`config.mk`:
```
export PLATFORM = sky130hd
export DESIGN_NAME = vld_counter
export DESIGN_NICKNAME = d
export VERILOG_FILES = /design/src/rtl/template_pkg.sv /design/src/rtl/vld_counter_lane_qual.sv /design/src/rtl/vld_counter.sv
export SDC_FILE = /design/constraint.sdc
export NUM_CORES = 1
export LEC_CHECK = 0
export ABC_AREA = 1
export CAP_MARGIN = 20
export CORE_MARGIN = 4
export CORE_UTILIZATION = 40
export DETAILED_ROUTE_END_ITERATION = 8
export GPL_TIMING_DRIVEN = 0
export HOLD_SLACK_MARGIN = 0.02
export PLACE_DENSITY_LB_ADDON = 0.1
export SLEW_MARGIN = 20
export SYNTH_ARGS = -nofsm -noshare
export SYNTH_HDL_FRONTEND = slang
export SYNTH_SLANG_ARGS = --single-unit
export TNS_END_PERCENT = 100
```
`constraint.sdc`:
```
create_clock -name clk -period 2.3 [get_ports clk]
set_clock_uncertainty 0.1 [all_clocks]
set_input_delay 0.69 -clock clk [delete_from_list [all_inputs] [get_ports clk]]
set_output_delay 0.69 -clock clk [all_outputs]
set_load 0.02 [all_outputs]
```
`src/rtl/template_pkg.sv`:
```
// Shared constants and the multi-lane info bus type for the valid counter.
package template_pkg;
    localparam int CNT_WIDTH  = 8;
    localparam int NUM_LANES  = 2;
    localparam int ADDR_WIDTH = 8;
    localparam int INC_W      = $clog2(NUM_LANES + 1);

    typedef struct packed {
        logic [NUM_LANES-1:0]                 vld;
        logic [NUM_LANES-1:0][ADDR_WIDTH-1:0] addr;
    } info_t;
endpackage

```
`src/rtl/vld_counter_lane_qual.sv`:
```
// Per-lane qualification and popcount of the info bus (purely combinational).
// The address window is only built when ADDR_FILTER_EN is defined.
module lane_qual
    import template_pkg::*;
#(
    parameter logic [ADDR_WIDTH-1:0] ADDR_LO = 8'h00,
    parameter logic [ADDR_WIDTH-1:0] ADDR_HI = 8'h7F
) (
    input  info_t            info,
    output logic [INC_W-1:0] inc
);
    logic [NUM_LANES-1:0] qual;

`ifdef ADDR_FILTER_EN
    for (genvar i = 0; i < NUM_LANES; i++) begin : g_lane
        assign qual[i] = info.vld[i] &&
                         (info.addr[i] >= ADDR_LO) && (info.addr[i] <= ADDR_HI);
    end
`else
    // Address is don't-care in this build; sink it so no logic hangs off it.
    logic unused_addr;
    assign unused_addr = ^info.addr;
    assign qual        = info.vld;
`endif

    always_comb begin
        inc = '0;
        for (int i = 0; i < NUM_LANES; i++)
            inc = inc + INC_W'(qual[i]);
    end
endmodule

```
`src/rtl/vld_counter.sv`:
```
// Modulo-(CNT_MAX+1) event counter advanced by qualified valid lanes; pulses
// end_cnt_o on wrap. Optional address window via `define ADDR_FILTER_EN.
module vld_counter
    import template_pkg::*;
#(
    parameter int                    CNT_MAX = 99,
    parameter logic [ADDR_WIDTH-1:0] ADDR_LO = 8'h00,
    parameter logic [ADDR_WIDTH-1:0] ADDR_HI = 8'h7F
) (
    input  logic                 clk,
    input  logic                 rst,
    input  logic                 flag_cnt,
    input  info_t                info,
    output logic [CNT_WIDTH-1:0] cnt_o,
    output logic                 end_cnt_o
);
    localparam logic [CNT_WIDTH:0] MAX_EXT = (CNT_WIDTH + 1)'(CNT_MAX);

    logic [INC_W-1:0]     inc;
    logic [CNT_WIDTH:0]   sum;
    logic                 wrap;
    logic [CNT_WIDTH-1:0] cnt_nxt;

    lane_qual #(
        .ADDR_LO (ADDR_LO),
        .ADDR_HI (ADDR_HI)
    ) u_lane_qual (
        .info (info),
        .inc  (inc)
    );

    // One extra bit so CNT_MAX = 2^CNT_WIDTH-1 still detects the wrap.
    assign sum     = {1'b0, cnt_o} + (CNT_WIDTH + 1)'(inc);
    assign wrap    = sum > MAX_EXT;
    assign cnt_nxt = wrap ? CNT_WIDTH'(sum - (MAX_EXT + 1'b1)) : CNT_WIDTH'(sum);

    always_ff @(posedge clk or posedge rst) begin
        if (rst) begin
            cnt_o     <= '0;
            end_cnt_o <= 1'b0;
        end else if (flag_cnt) begin
            cnt_o     <= cnt_nxt;
            end_cnt_o <= wrap;
        end else begin
            end_cnt_o <= 1'b0;
        end
    end
endmodule

```
# Word level (Yosys, flattened, before mapping)
# Index checks and enable logic that the tools add are counted.
# word_totals
ff_bits	9
wordCells	8
output_inout_bits	9
# op_classes
n_mux	2
n_addsub	3
n_lt_le_gt_ge	1
# op_table
cell	n
adder 8 x 2 -> 9 bit	1
> comparator 9 x 7 -> 1 bit (second input constant)	1
2-to-1 mux 8 bit	1
subtractor 8 x 7 -> 8 bit (second input constant)	1
adder 1 x 1 -> 2 bit	1
2-to-1 mux 1 bit	1

# Logic depth before layout (Yosys ltp)
# Gate-level depths: netlist of run 1.
# depth
ltp_word	4
ltp_mapped	15
mapped_depth_nobuf	15

# Modules after synthesis
# From an unflattened synthesis of run 1, not the netlist that was laid out.
# hier_totals
hier_cells	112
area_unflattened_um2	794.5
# by_module_without_submodules
module	instances	seq_area_each_um2	cells_each	area_per_inst_um2
vld_counter	1	225.2	111	782.0
lane_qual	1	0.0	1	12.5

# Worst setup path before layout of run 1
# OpenSTA, ideal clock, no wires.
# synth_path
path_type	input port to flip-flop
startpoint	input port info[16] in the netlist's numbering
endpoint	register cnt_o[2]
path_stages	13
required_time_ps	2083
slack_ps	-420
t_arrival_ps	2503
path_cell_list	inv_1 fa_1 inv_1 ha_1 xnor2_1 ha_1 inv_1 nor2_1 nand3_2 nand2_4 nand2_1 nand3_1 nand2_1
# synth_via
elab_chain_cells	4
word_cells_on_any_way	5
cone_classes	add/sub: 3; order compare: 1; mux: 1
# synth_rtl
element	line	rtl
start, declared	vld_counter.sv:13	input info_t info,
adder 1 x 1 -> 2 bit *	vld_counter_lane_qual.sv:29	inc = inc + INC_W'(qual[i]);
adder 8 x 2 -> 9 bit *	vld_counter.sv:33	assign sum = {1'b0, cnt_o} + (CNT_WIDTH + 1)'(inc);
subtractor 8 x 7 -> 8 bit or > comparator 9 x 7 -> 1 bit (tied branches)	vld_counter.sv:35, vld_counter.sv:34	
2-to-1 mux 8 bit *	vld_counter.sv:35	assign cnt_nxt = wrap ? CNT_WIDTH'(sum - (MAX_EXT + 1'b1)) : CNT_WIDTH'(sum);
end signal, assigned	vld_counter.sv:42	cnt_o <= cnt_nxt;
end, declared	vld_counter.sv:14	output logic [CNT_WIDTH-1:0] cnt_o,
# Mark *: on every way between the ends. The rest lies on a longest branch, timed or not.
# A chain may end at the register's enable or synchronous reset.

# Worst setup path after layout of run 1
# layout_path
startpoint	input port info[16] in the netlist's numbering
endpoint	register cnt_o[3]
# The elaborated chain is that of the path after synthesis.

==> results.sh, run 1 <==
export IMPL_postCtsHoldBufs=0
export IMPL_path_cells="buf_6 > inv_2 > fa_2 > inv_2 > ha_4 > xnor2_4 > ha_2 > inv_2 > nor2_4 > nand3_4 > nand2_4 > nand2_2 > nand3_2 > nand2_1"
export IMPL_synth_top_family_by_area="simple AND/OR/NAND/NOR gates"
export IMPL_power_total_uw=1600
export IMPL_root_buffer="clkbuf_4"
export IMPL_num_antenna_cells=0
export IMPL_worst_slew_margin_rel_pct=73.53
export IMPL_cts_tree="yes"
export IMPL_finalSetupViolCount=2
export IMPL_place_area_mm2=0.001091
export IMPL_pre_cts_ws_ps=-881.9
export IMPL_clk_pin_slew_ps=60
export IMPL_met2_length_um=1149
export IMPL_startpoint="info[16]"
export IMPL_dr_pass1_iters=4
export IMPL_setup_slack_ps=-16.66
export IMPL_holdCritStartpoint="cnt_o[0]"
export IMPL_timing_final_crit_period_ps=2317
export IMPL_fmax_mhz=431.7
export IMPL_synth_fp_nets=156
export IMPL_start_util_pct=43.19
export IMPL_met3WireLength_um=101
export IMPL_synth_area_mux_share_pct=0
export IMPL_critical_path_class="primary input to flip-flop"
export IMPL_gp_congestion=0.8047
export IMPL_status="finished, violations left"
export IMPL_grt_util_all_layers_pct=18.49
export IMPL_drive_gt1_share_pct=32.03
export IMPL_crit_top_cell="inv_2"
export IMPL_fin_crit_sh_pct=100.7
export IMPL_cp_required_ps=2340
export IMPL_cp_arrival_ps=2360
export IMPL_hp_class="flip-flop to flip-flop"
export IMPL_cts_path_max_buffers=2
export IMPL_fp_coreArea_mm2=0.002022
export IMPL_synth_xor_area_share_pct=3.009
export IMPL_overflow=0
export IMPL_grt_pass1_vias=921
export IMPL_slew_violations=0
export IMPL_synth_compound_area_share_pct=4.871
export IMPL_cp_slowest_cell="fa_2"
export IMPL_synth_cell_types=23
export IMPL_vdd_drop_max_mv=0.8859
export IMPL_rsz0062_at_grt="yes"
export IMPL_avgSynthCellArea_um2=6.667
export IMPL_antenna_left=0
export IMPL_cellPowerDensity_mw_per_mm2=1309
export IMPL_yosys_area_share_adder_pct=6.590
export IMPL_timing_max_cap_violations=0
export IMPL_design_die_area_mm2=0.002995
export IMPL_worstPathMaxFanout=6
export IMPL_synth_cells=131
export IMPL_fp_row_count=16
export IMPL_cts_sinks=9
export IMPL_end_kind="flip-flop"
export IMPL_fill_cells=187
export IMPL_cts_buffers=3
export IMPL_hold_viol=0
export IMPL_cellLeakagePower_uw=0.0005796
export IMPL_boundaryPins=30
export IMPL_highest_layer="met4"
export IMPL_wire_per_inst_um=12.38
export IMPL_seq_area_frac_synth_pct=25.79
export IMPL_whs_ps=424.8
export IMPL_worstSetupStartpointType="primary input"
export IMPL_portBuffers=13
export IMPL_violations="negative setup slack"
export IMPL_ys_seq_elements=9
export IMPL_viasPerCell=4.967
export IMPL_synth_simple_area_share_pct=50.29
export IMPL_final_cell_mix="nand2_1 (42), nand3_1 (15), inv_1 (13)"
export IMPL_die_h_um=54.73
export IMPL_dieWidth_um=54.73
export IMPL_post_route_cell_area_mm2=0.001222
export IMPL_wirelength_um=2229
export IMPL_areaGrowthSynthToFinish_pct=39.97
export IMPL_clk_latency_ps=260
export IMPL_vias=894
export IMPL_nets=179
export IMPL_r2r_start="cnt_o[0]"
export IMPL_final_common_cell="nand2_1"
export IMPL_grt_pass1_wl_um=3974
export IMPL_grt_max_degree=11
export IMPL_syn_area_um2=873.3
export IMPL_wl_met1_um=971
export IMPL_h_tree_depth=1
export IMPL_tightest_slew_ps=397.0
export IMPL_drc=0
export IMPL_antenna_found_initial=0
export IMPL_max_stage_delay_ps=350
export IMPL_ys_warn_count=0
export IMPL_dpl_hpwl_um=1648
export IMPL_dr_first_iter_drc_count=24
-- synthesized netlist by cell type, drive strengths merged --
master / n / area, um2
dfrtp: 9 / 225.2
fa: 1 / 20.02
nand3: 20 / 110.1
nor2: 9 / 53.80
clkbuf: 1 / 3.750
o21ai: 3 / 18.77
inv: 18 / 67.56
xnor2: 2 / 17.52
ha: 3 / 37.54
a21oi: 1 / 16.27
o21bai: 1 / 7.510
buf: 1 / 11.26
nor3: 1 / 5.000
or2: 1 / 6.260
nand4: 3 / 18.77
xor2: 1 / 8.760
nand2: 56 / 245.2
-- flip-flops by register name (all words and copies together), names as in the netlist --
signal,flops
cnt_o,8
end_cnt_o,1
-- power by group --
group          leakage [uW]  internal [uW]  switching, uW  total, uW
Sequential         0.000116            219            102        320
Clock             0.0000150           66.8           55.5        122
Combinational      0.000448            495            663       1160
Total              0.000580            781            820       1600
-- worst paths after layout --
| path | end | slack, ps | cells past startpoint |
|---|---|---|---|
| max in group asynchronous | cnt_o[1] | 1250 | 2 |
| min in group asynchronous | cnt_o[4] | 590 | 2 |
| hold / removal | cnt_o[0] | 420 | 2 |
| hold reg to reg | cnt_o[0] | 420 | 2 |
| setup reg to reg | cnt_o[3] | 40 | 13 |
| setup / recovery | cnt_o[3] | -20 | 14 |
-- per-stage QoR --
stage                     utilization [%]  std cells  TNS [ps]
final                               60.46        180    -26.84
after detailed placement            53.96        171     -5893
after CTS                           59.22        180         0
after floorplan                         -        131    -566.7
after global routing                60.46        180    -713.5
after global placement              53.96        171     -5647
-- what timing repair did --
action | CTS | global route
setup buffers | 5 | 0
pin swaps | 13 | 2
setup endpoints to repair | 7 | 7
resized for setup | 20 | 7
-- layer usage --
layer	vias to the layer above	GRT usage, %
li1	459	-
met1	413	23.97
met2	20	32.28
met3	2	2.452
met4	0	3.734
met5	-	0
-- worst max-delay path, delay by kind of cell --
| kind | cells | cell delay (ps) |
|---|---|---|
| adder cells (fa/ha/maj) | 3 | 740 |
| AND/OR/NAND/NOR | 6 | 540 |
| buffers and inverters | 4 | 240 |
| XOR/XNOR | 1 | 150 |
-- cell families (layout without fill, tap and decap cells) --
logic type                 count (synthesis)  count (layout)
adders and majority gates                  4               4
buffers and inverters                     20              42
and+or+nand+nor                           90              90
AOI/OAI and AO/OA                          5               5
DFF                                        9               9
xor gates and xnor gates                   3               3
-- area by class of cell --
cell class              count  area (um2)  share of cell area [%]
repair buffers             18       170.2                   13.92
well taps                  27       33.78                   2.764
inverters                  18       75.07                   6.141
flip-flops and latches      9       225.2                   18.42
clock buffers               4       26.28                   2.149
plain buffers               2       15.01                   1.228
multi-input cells         102       676.9                   55.37
(Power assumes the default switching activity.)
==> run 2, diff against run 1 <==
--- a/config.mk
+++ b/config.mk
@@ -13,6 +13,7 @@
 export GPL_TIMING_DRIVEN = 0
 export HOLD_SLACK_MARGIN = 0.02
 export PLACE_DENSITY_LB_ADDON = 0.1
+export SETUP_SLACK_MARGIN = 0.02
 export SLEW_MARGIN = 20
 export SYNTH_ARGS = -nofsm -noshare
 export SYNTH_HDL_FRONTEND = slang
==> run 2 against run 1 <==
Against the previous run:
- the flow still finishes with violations (negative setup slack)
- utilization grew 0.37 points
- critical path depth is the same
- global-route usage is the same
- non-clock buffer count is the same
- largest cell class unchanged
- highest routed layer unchanged
- sequential share of layout area grew 0.091 points
- clock power is essentially flat
- critical path type unchanged
- total power grew 0.65%
- die area is the same
==> results.sh, run 2 (synthesis gave the netlist of run 1 again) <==
export IMPL_status="finished, violations left"
export IMPL_violations="negative setup slack"
export IMPL_postCtsHoldBufs=0
export IMPL_cts_buffers=3
export IMPL_final_cell_mix="nand2_1 (41), nand3_1 (15), inv_1 (13)"
export IMPL_dpl_hpwl_um=1648
export IMPL_h_tree_depth=1
export IMPL_clkPwrFrac_pct=7.5
export IMPL_die_h_um=54.73
export IMPL_drive_gt1_share_pct=34.64
export IMPL_power_total_uw=1611
export IMPL_seqCellArea_um2=227.7
export IMPL_cts_path_max_buffers=2
export IMPL_cellLeakagePower_uw=0.0005776
export IMPL_startpoint="info[16]"
export IMPL_setup_slack_ps=-22.87
export IMPL_num_antenna_cells=0
export IMPL_whs_ps=424.4
export IMPL_top_register="cnt_o"
export IMPL_worstPathMaxFanout=6
export IMPL_start_util_pct=43.19
export IMPL_dr_first_iter_drc_count=17
export IMPL_pre_cts_ws_ps=-881.9
export IMPL_viasPerCell=4.906
export IMPL_p_seq_share_pct=20.1
export IMPL_clk_latency_ps=250
export IMPL_endpoint="cnt_o[3]"
export IMPL_grt_pass1_wl_um=3974
export IMPL_worstRegToRegCells=13
export IMPL_postLayoutCoreUtil_pct=60.83
export IMPL_largest_reg_flops=8
export IMPL_crit_top_cell="inv_2"
export IMPL_hp_class="flip-flop to flip-flop"
export IMPL_fmax_mhz=430.5
export IMPL_fin_crit_sh_pct=101.0
export IMPL_dr_pass1_iters=5
export IMPL_rsz0062_at_grt="yes"
export IMPL_max_stage_delay_ps=350
export IMPL_crit_cells=14
export IMPL_areaGrowthSynthToFinish_pct=40.83
export IMPL_slew_violations=0
export IMPL_r2r_start="cnt_o[0]"
export IMPL_fp_row_count=16
export IMPL_p_int_uw=786.5
export IMPL_timing_final_crit_period_ps=2323
export IMPL_dieWidth_um=54.73
export IMPL_final_common_cell="nand2_1"
export IMPL_tightest_slew_ps=413.6
export IMPL_portBuffers=13
export IMPL_wire_per_inst_um=12.38
export IMPL_fp_coreArea_mm2=0.002022
export IMPL_critical_path_buf_inv_count=4
export IMPL_drc=0
export IMPL_fill_cells=185
export IMPL_cp_arrival_ps=2360
export IMPL_cts_tree="yes"
export IMPL_vdd_drop_max_mv=0.9074
export IMPL_clk_pin_slew_ps=60
export IMPL_netSwitchingPower_uw=824.4
export IMPL_antenna_found_initial=0
export IMPL_finalSetupViolCount=2
export IMPL_swShare_pct=51.18
export IMPL_rr_endpoint="cnt_o[3]"
export IMPL_path_cells="buf_6 > inv_2 > fa_2 > inv_2 > ha_4 > xnor2_4 > ha_2 > inv_2 > nor2_4 > nand3_4 > nand2_4 > nand2_2 > nand3_2 > nand2_1"
export IMPL_hold_viol=0
export IMPL_grt_pass1_vias=921
export IMPL_nets=179
export IMPL_grt_util_all_layers_pct=18.49
export IMPL_design_die_area_mm2=0.002995
export IMPL_critical_path_class="primary input to flip-flop"
export IMPL_wirelength_um=2229
export IMPL_gp_congestion=0.8047
export IMPL_overflow=0
export IMPL_critPathTopFamily="adder cells"
export IMPL_worst_slew_margin_rel_pct=72.43
export IMPL_end_kind="flip-flop"
export IMPL_combPwrFrac_pct=72.4
export IMPL_cts_sinks=9
export IMPL_timing_max_cap_violations=0
export IMPL_cp_slowest_cell="fa_2"
export IMPL_grt_max_degree=11
export IMPL_vias=883
export IMPL_cellPowerDensity_mw_per_mm2=1310
export IMPL_worstSetupStartpointType="primary input"
export IMPL_root_buffer="clkbuf_4"
export IMPL_boundaryPins=30
export IMPL_antenna_left=0
export IMPL_largestRegisters="cnt_o: 8 flops, end_cnt_o: 1 flops"
export IMPL_r2r_slack_ps=40
export IMPL_multi_input_area_um2=681.9
export IMPL_cp_required_ps=2340
[run 2: cell types whose count changed in the layout (fill, tap and decap cells not counted)]
cell,previous run,this run
nand2_1,42,41
dfrtp_1,9,7
nor2_1,2,1
nand2_2,10,11
nor2_2,3,4
dfrtp_2,0,2
[run 2: worst reg2reg max path: cells and delay by family (launching register included)]
kind	cells	cell delay, ps
adders and majority gates	3	780
and+or+nand+nor	6	530
buffers and inverters	3	210
DFF	1	370
xor gates and xnor gates	1	160
[run 2: power groups by stage]
| stage | sequential [uW] | clock (uW) | combinational (uW) |
|---|---|---|---|
| 2_1_floorplan | 376 | 0 | 660 |
| 3_3_place_gp | 318 | 0 | 974 |
| 4_1_cts | 317 | 123 | 1120 |
| 5_1_grt | 337 | 134 | 1300 |
| 3_5_place_dp | 320 | 0 | 986 |
| 6_report | 324 | 120 | 1170 |
[run 2: layout make-up]
type,count,area share [%]
inverter,18,6.104
timing repair buffer,18,13.84
clock buffer,4,2.136
sequential,9,18.51
buffer,2,1.221
multi-input combinational,102,55.44
tap,27,2.747
[run 2: per-layer routing]
layer | share of wire [%] | vias to the layer above | track usage [%]
met5 | 0 | - | 0
met4 | 0.27 | 0 | 3.734
met3 | 4.7 | 2 | 2.452
met2 | 52 | 18 | 32.28
met1 | 43 | 403 | 23.97
li1 | - | 460 | -
[run 2: worst min-delay path by stage]
stage               startpoint       end  slack, ps  cells past startpoint
global placement      cnt_o[0]  cnt_o[0]        400                      2
floorplan                  rst  cnt_o[0]        420                      1
CTS                   cnt_o[0]  cnt_o[0]        430                      2
detailed placement    cnt_o[0]  cnt_o[0]        420                      2
global route          cnt_o[0]  cnt_o[0]        470                      2
finish                cnt_o[0]  cnt_o[0]        420                      2
[run 2: timing repair]
item,in CTS,in global routing
resized for setup,21,10
pin swaps,13,3
setup buffers,5,0
setup endpoints to repair,7,9
[run 2: metrics by stage]
step | cells | area [um2] | TNS (ps)
after floorplan | 131 | 927.1 | -566.7
after global placement | 171 | 1091 | -5647
after detailed placement | 171 | 1091 | -5893
after CTS | 180 | 1200 | 0
after global routing | 180 | 1230 | -579.3
final | 180 | 1230 | -39.55
==> RTL change 1: new RTL, flow settings as in run 1 <==
The option `ADDR_FILTER_EN` is turned on by a define.
--- a/src/rtl/vld_counter_lane_qual.sv
+++ b/src/rtl/vld_counter_lane_qual.sv
@@ -1,5 +1,7 @@
 // Per-lane qualification and popcount of the info bus (purely combinational).
 // The address window is only built when ADDR_FILTER_EN is defined.
+`define ADDR_FILTER_EN
+
 module lane_qual
     import template_pkg::*;
 #(
Formal check against the unedited RTL: not equivalent (a bounded check fails within 4 cycles, from zero or initial values and one cycle with rst high).
==> RTL change 1 against run 1 <==
The run still ends with negative setup slack left. Global-route usage decreased by 3.8 points. Design area decreased by 0.82%. Die area decreased by 0.60%. Hold slack got worse by 0.0047 ns. Sequential cell count unchanged. Setup slack got worse by 0.15 ns. Synthesized area decreased by 0.72%. Power decreased by 15%. Non-clock buffer count increased by 2. Cell count decreased by 3.9%. Wire length decreased by 15%. Critical path type unchanged.
==> RTL change 1: results (changes against run 1) <==
P_seq 0.000326 W (was 0.000320 W); violated checks negative setup slack (unchanged); Mapped Nets 146 (was 156); wire length of the first global-routing pass 3120 um (was 3970 um); total number of vias 795 (was 894); DP Area 1090 um^2 (about the same); kind of cell with the highest combined delay on the critical path simple AND/OR/NAND/NOR gates (was adder cells); total half-perimeter wirelength after legalization and detailed placement 1480 um (was 1650 um); clock group share of total power 0.086 (was 0.076); slew at the pin closest to its max-slew limit 0.341 ns (was 0.397 ns); run status complete, but fails checks (unchanged); launch point of the critical path info[15] (was info[16]); global placer's final weighted congestion 0.833 (was 0.805); setup slack of the most critical reg-to-reg path -0.01 ns (was 0.04 ns); depth of the worst register-to-register path 15 (was 13); minimum setup slack in the final design -0.172 ns (was -0.0167 ns); synth top area cells sky130_fd_sc_hd__dfrtp_1 26%, sky130_fd_sc_hd__nand2_1 18%, sky130_fd_sc_hd__nand3_1 8.1% (was sky130_fd_sc_hd__dfrtp_1 26%, sky130_fd_sc_hd__nand2_1 21%, sky130_fd_sc_hd__nand3_1 10%); Total Routed Length 1900 um (was 2230 um); number of DRC violations after detailed-routing iteration 0 13 (was 24); Total Routing Usage GR 0.147 (was 0.185); net switching component of the power 0.000681 W (was 0.000820 W); wire per inst 11.0 um (was 12.4 um); fraction of final layout cells sized beyond drive strength 1 0.370 (was 0.320); via count of the first global-routing pass 735 (was 921); endpoints failing setup 7 (was 2); maximum fanout along the worst path 7 (was 6)
[RTL change 1: changes by cell type in the layout (fill, tap and decap cells not counted), moves of 2 or more]
cell and delta:
sky130_fd_sc_hd__buf_2 +3, sky130_fd_sc_hd__nand4_1 -3, sky130_fd_sc_hd__buf_6 -2, sky130_fd_sc_hd__clkinv_1 +2
sky130_fd_sc_hd__nand3_1 -4, sky130_fd_sc_hd__nand2_2 -2, sky130_fd_sc_hd__nor2_4 -2, sky130_fd_sc_hd__nand2_4 +3
sky130_fd_sc_hd__nand2_1 -6, sky130_fd_sc_hd__nand3_2 +2
[RTL change 1: stage by stage]
step	utilization	total power [W]
after floorplan	-	0.000909
after global placement	0.544	0.00114
after detailed placement	0.544	0.00115
after CTS	0.571	0.00130
after global routing	0.606	0.00149
final	0.606	0.00137
[RTL change 1: per-layer routing]
metal  vias up  global-route usage  part of all wire
li1        421                   -                 -
met1       356               0.179              0.46
met2        18               0.251              0.49
met3         0              0.0599             0.047
met4         0              0.0124                 0
met5         -                   0                 0
[RTL change 1: cell families (layout without fill, tap and decap cells)]
| family | after synthesis | after routing | synth area share |
|---|---|---|---|
| flops | 9 | 9 | 0.260 |
| compound gates | 6 | 6 | 0.0548 |
| xor+xnor | 3 | 3 | 0.0303 |
| fa+ha+maj | 4 | 4 | 0.0664 |
| buf+inv | 22 | 47 | 0.0967 |
| simple gates | 77 | 77 | 0.492 |
[RTL change 1: final cells by class]
cell class	instances	area share
multi-input cells	90	0.518
clock buffers	4	0.0217
plain buffers	1	0.00413
well taps	27	0.0279
repair buffers	21	0.166
flip-flops and latches	9	0.187
inverters	21	0.0753
[RTL change 1: repair_timing]
item,4_1_cts,5_1_grt
setup buffers,3,4
resized for setup,23,9
setup endpoints to repair,7,8
pin swaps,10,9
==> RTL change 2: new RTL, settings of run 1 <==
Made on the original files. Register the inputs `flag_cnt` and `info` before use, without a reset. The logic sees them one clock later. Comments in the files are not updated.
--- a/src/rtl/vld_counter.sv
+++ b/src/rtl/vld_counter.sv
@@ -16,6 +16,14 @@
 );
     localparam logic [CNT_WIDTH:0] MAX_EXT = (CNT_WIDTH + 1)'(CNT_MAX);
 
+    logic flag_cnt_q;
+    info_t info_q;
+
+    always_ff @(posedge clk) begin
+        flag_cnt_q <= flag_cnt;
+        info_q     <= info;
+    end
+
     logic [INC_W-1:0]     inc;
     logic [CNT_WIDTH:0]   sum;
     logic                 wrap;
@@ -25,7 +33,7 @@
         .ADDR_LO (ADDR_LO),
         .ADDR_HI (ADDR_HI)
     ) u_lane_qual (
-        .info (info),
+        .info (info_q),
         .inc  (inc)
     );
 
@@ -38,7 +46,7 @@
         if (rst) begin
             cnt_o     <= '0;
             end_cnt_o <= 1'b0;
-        end else if (flag_cnt) begin
+        end else if (flag_cnt_q) begin
             cnt_o     <= cnt_nxt;
             end_cnt_o <= wrap;
         end else begin
Formal check against the unedited RTL: not equivalent (Yosys sat finds a counterexample within 4 cycles, from zero or initial values and one cycle with rst high).
==> RTL change 2 against run 1 <==
Combinational power fell by 43%. Design area fell by 10%. Power fell by 30%. Cell count fell by 11%. Count of clock-buffer cells in the layout did not move. Setup slack improved by 0.056 ns. Wire length fell by 21%. Clock power rose by 9.8%. Sequential share of layout area rose by 7.7 points. Synthesized area fell by 5.7%. Global-route usage fell by 4.3 points. Synthesized cell count fell by 12%. Sequential cell count rose by 3. Utilization fell by 4.6 points.
==> RTL change 2: results (changes against run 1) <==
Core Area 1960 um^2 (was 2020 um^2); number of filler instances in the final layout 205 (was 187); wire length of the first global-routing pass 2870 um (was 3970 um); run status completed (was complete, but fails checks); # Post-CTS Setup Buffers 1 (was 5); cell with the largest stage delay on the worst path sky130_fd_sc_hd__dfrtp_2 (was sky130_fd_sc_hd__fa_2); static leakage power 0.529 nW (was 0.580 nW); slew at the pin closest to its max-slew limit 0.378 ns (was 0.397 ns); Net count, final 160 (was 179); sequential element share of the synthesized area 0.347 (was 0.258); wire per inst 10.9 um (was 12.4 um); terminating pin of the worst hold path cnt_o[7] (was cnt_o[0]); DP Area 993 um^2 (was 1090 um^2); synth top area cells sky130_fd_sc_hd__dfrtp_1 27%, sky130_fd_sc_hd__nand2_1 20%, sky130_fd_sc_hd__nand3_1 9.7% (was sky130_fd_sc_hd__dfrtp_1 26%, sky130_fd_sc_hd__nand2_1 21%, sky130_fd_sc_hd__nand3_1 10%); largest net degree at the start of global routing 11 (unchanged); commonest cells in the netlist 44 x sky130_fd_sc_hd__nand2_1, 16 x sky130_fd_sc_hd__nand3_1, 15 x sky130_fd_sc_hd__inv_1, 9 x sky130_fd_sc_hd__dfrtp_1 (was 48 x sky130_fd_sc_hd__nand2_1, 18 x sky130_fd_sc_hd__inv_1, 18 x sky130_fd_sc_hd__nand3_1, 9 x sky130_fd_sc_hd__dfrtp_1); P per Cell Area 1020 nW/um^2 (was 1310 nW/um^2); Min-Delay Startpoint cnt_o[7] (was cnt_o[0]); Signal buf overhead 0.147 (was 0.151); post-cts repair resize count 5 (was 20); net switching component of the power 0.000511 W (was 0.000820 W); multi-input combinational cell area 528 um^2 (was 677 um^2); fraction of synthesis flops using an asynchronous set or reset pin 0.750 (was 1.00); clock group share of total power 0.120 (was 0.076); fraction of final layout cells sized beyond drive strength 1 0.231 (was 0.320); depth of the worst register-to-register path 14 (was 13); commonest register cell after synthesis sky130_fd_sc_hd__dfrtp_1 (unchanged); non-clock inverter total of the final layout 16 (was 18); global placer's final weighted congestion 0.818 (was 0.805); number of non-clock buffers in the layout 17 (was 20); Total Routing Usage GR 0.142 (was 0.185); proportion of cell area spent on the clock network 0.0240 (was 0.0215); Seq area share 0.261 (was 0.184); Mapped Nets 140 (was 156); total number of vias 753 (was 894); total half-perimeter wirelength after legalization and detailed placement 1300 um (was 1650 um); number of sequential cells 12 (was 9); slowest stage delay, CP 0.39 ns (was 0.35 ns); number of multi-input combinational cells 85 (was 102); post-synthesis cell type count 22 (was 23); fraction of the mapped netlist area in compound gates 0.0213 (was 0.0487); dpl ws -0.105 ns (was -0.882 ns); via count of the first global-routing pass 648 (was 921); Post-Synth Adder-Cell Area 0.0699 (was 0.0659); biggest regs cnt_o x8, info_q x2 (was cnt_o x8, end_cnt_o x1)
==> RTL change 2: changes by cell type in the layout (fill, tap and decap cells not counted), moves of 3 or more <==
| cell | delta |
|---|---|
| sky130_fd_sc_hd__buf_4 | -3 |
| sky130_fd_sc_hd__dfxtp_1 | +3 |
| sky130_fd_sc_hd__nand2_4 | -4 |
| sky130_fd_sc_hd__nand2_1 | -5 |
| sky130_fd_sc_hd__xor2_1 | +3 |
==> RTL change 2: layer usage <==
layer / wire, um / part of all wire / vias to the layer above / GRT usage
li1: - / - / 392 / -
met5: 0 / 0 / - / 0
met1: 817 / 0.47 / 347 / 0.182
met4: 0 / 0 / 0 / 0.0128
met2: 841 / 0.48 / 14 / 0.222
met3: 93 / 0.053 / 0 / 0.0648
==> RTL change 2: critical path: cells and delay by family, from the launching register on <==
family                     cells  cell delay [ns]
DFF                            1             0.39
and+or+nand+nor                9             0.89
buffers and inverters          2             0.13
adders and majority gates      2             0.53
AOI/OAI and AO/OA              1             0.15
==> RTL change 2: worst max-delay path by stage <==
stage / slack [ns] / depth (start not counted) / to / from
6_report: 0.04 / 14 / cnt_o[5] / cnt_o[0]
5_1_grt: -0.13 / 14 / cnt_o[6] / cnt_o[0]
4_1_cts: 0.01 / 15 / cnt_o[5] / cnt_o[0]
3_5_place_dp: -0.10 / 13 / cnt_o[5] / cnt_o[0]
3_3_place_gp: -0.09 / 13 / cnt_o[5] / cnt_o[0]
2_1_floorplan: 0.03 / 15 / cnt_o[5] / cnt_o[0]
==> RTL change 2: per-stage QoR <==
stage / std cells / hold slack, ns / util
2_1_floorplan: 115 / 0.418 / -
3_3_place_gp: 155 / 0.394 / 0.506
3_5_place_dp: 155 / 0.394 / 0.506
4_1_cts: 160 / 0.416 / 0.536
5_1_grt: 161 / 0.441 / 0.559
6_report: 161 / 0.407 / 0.559
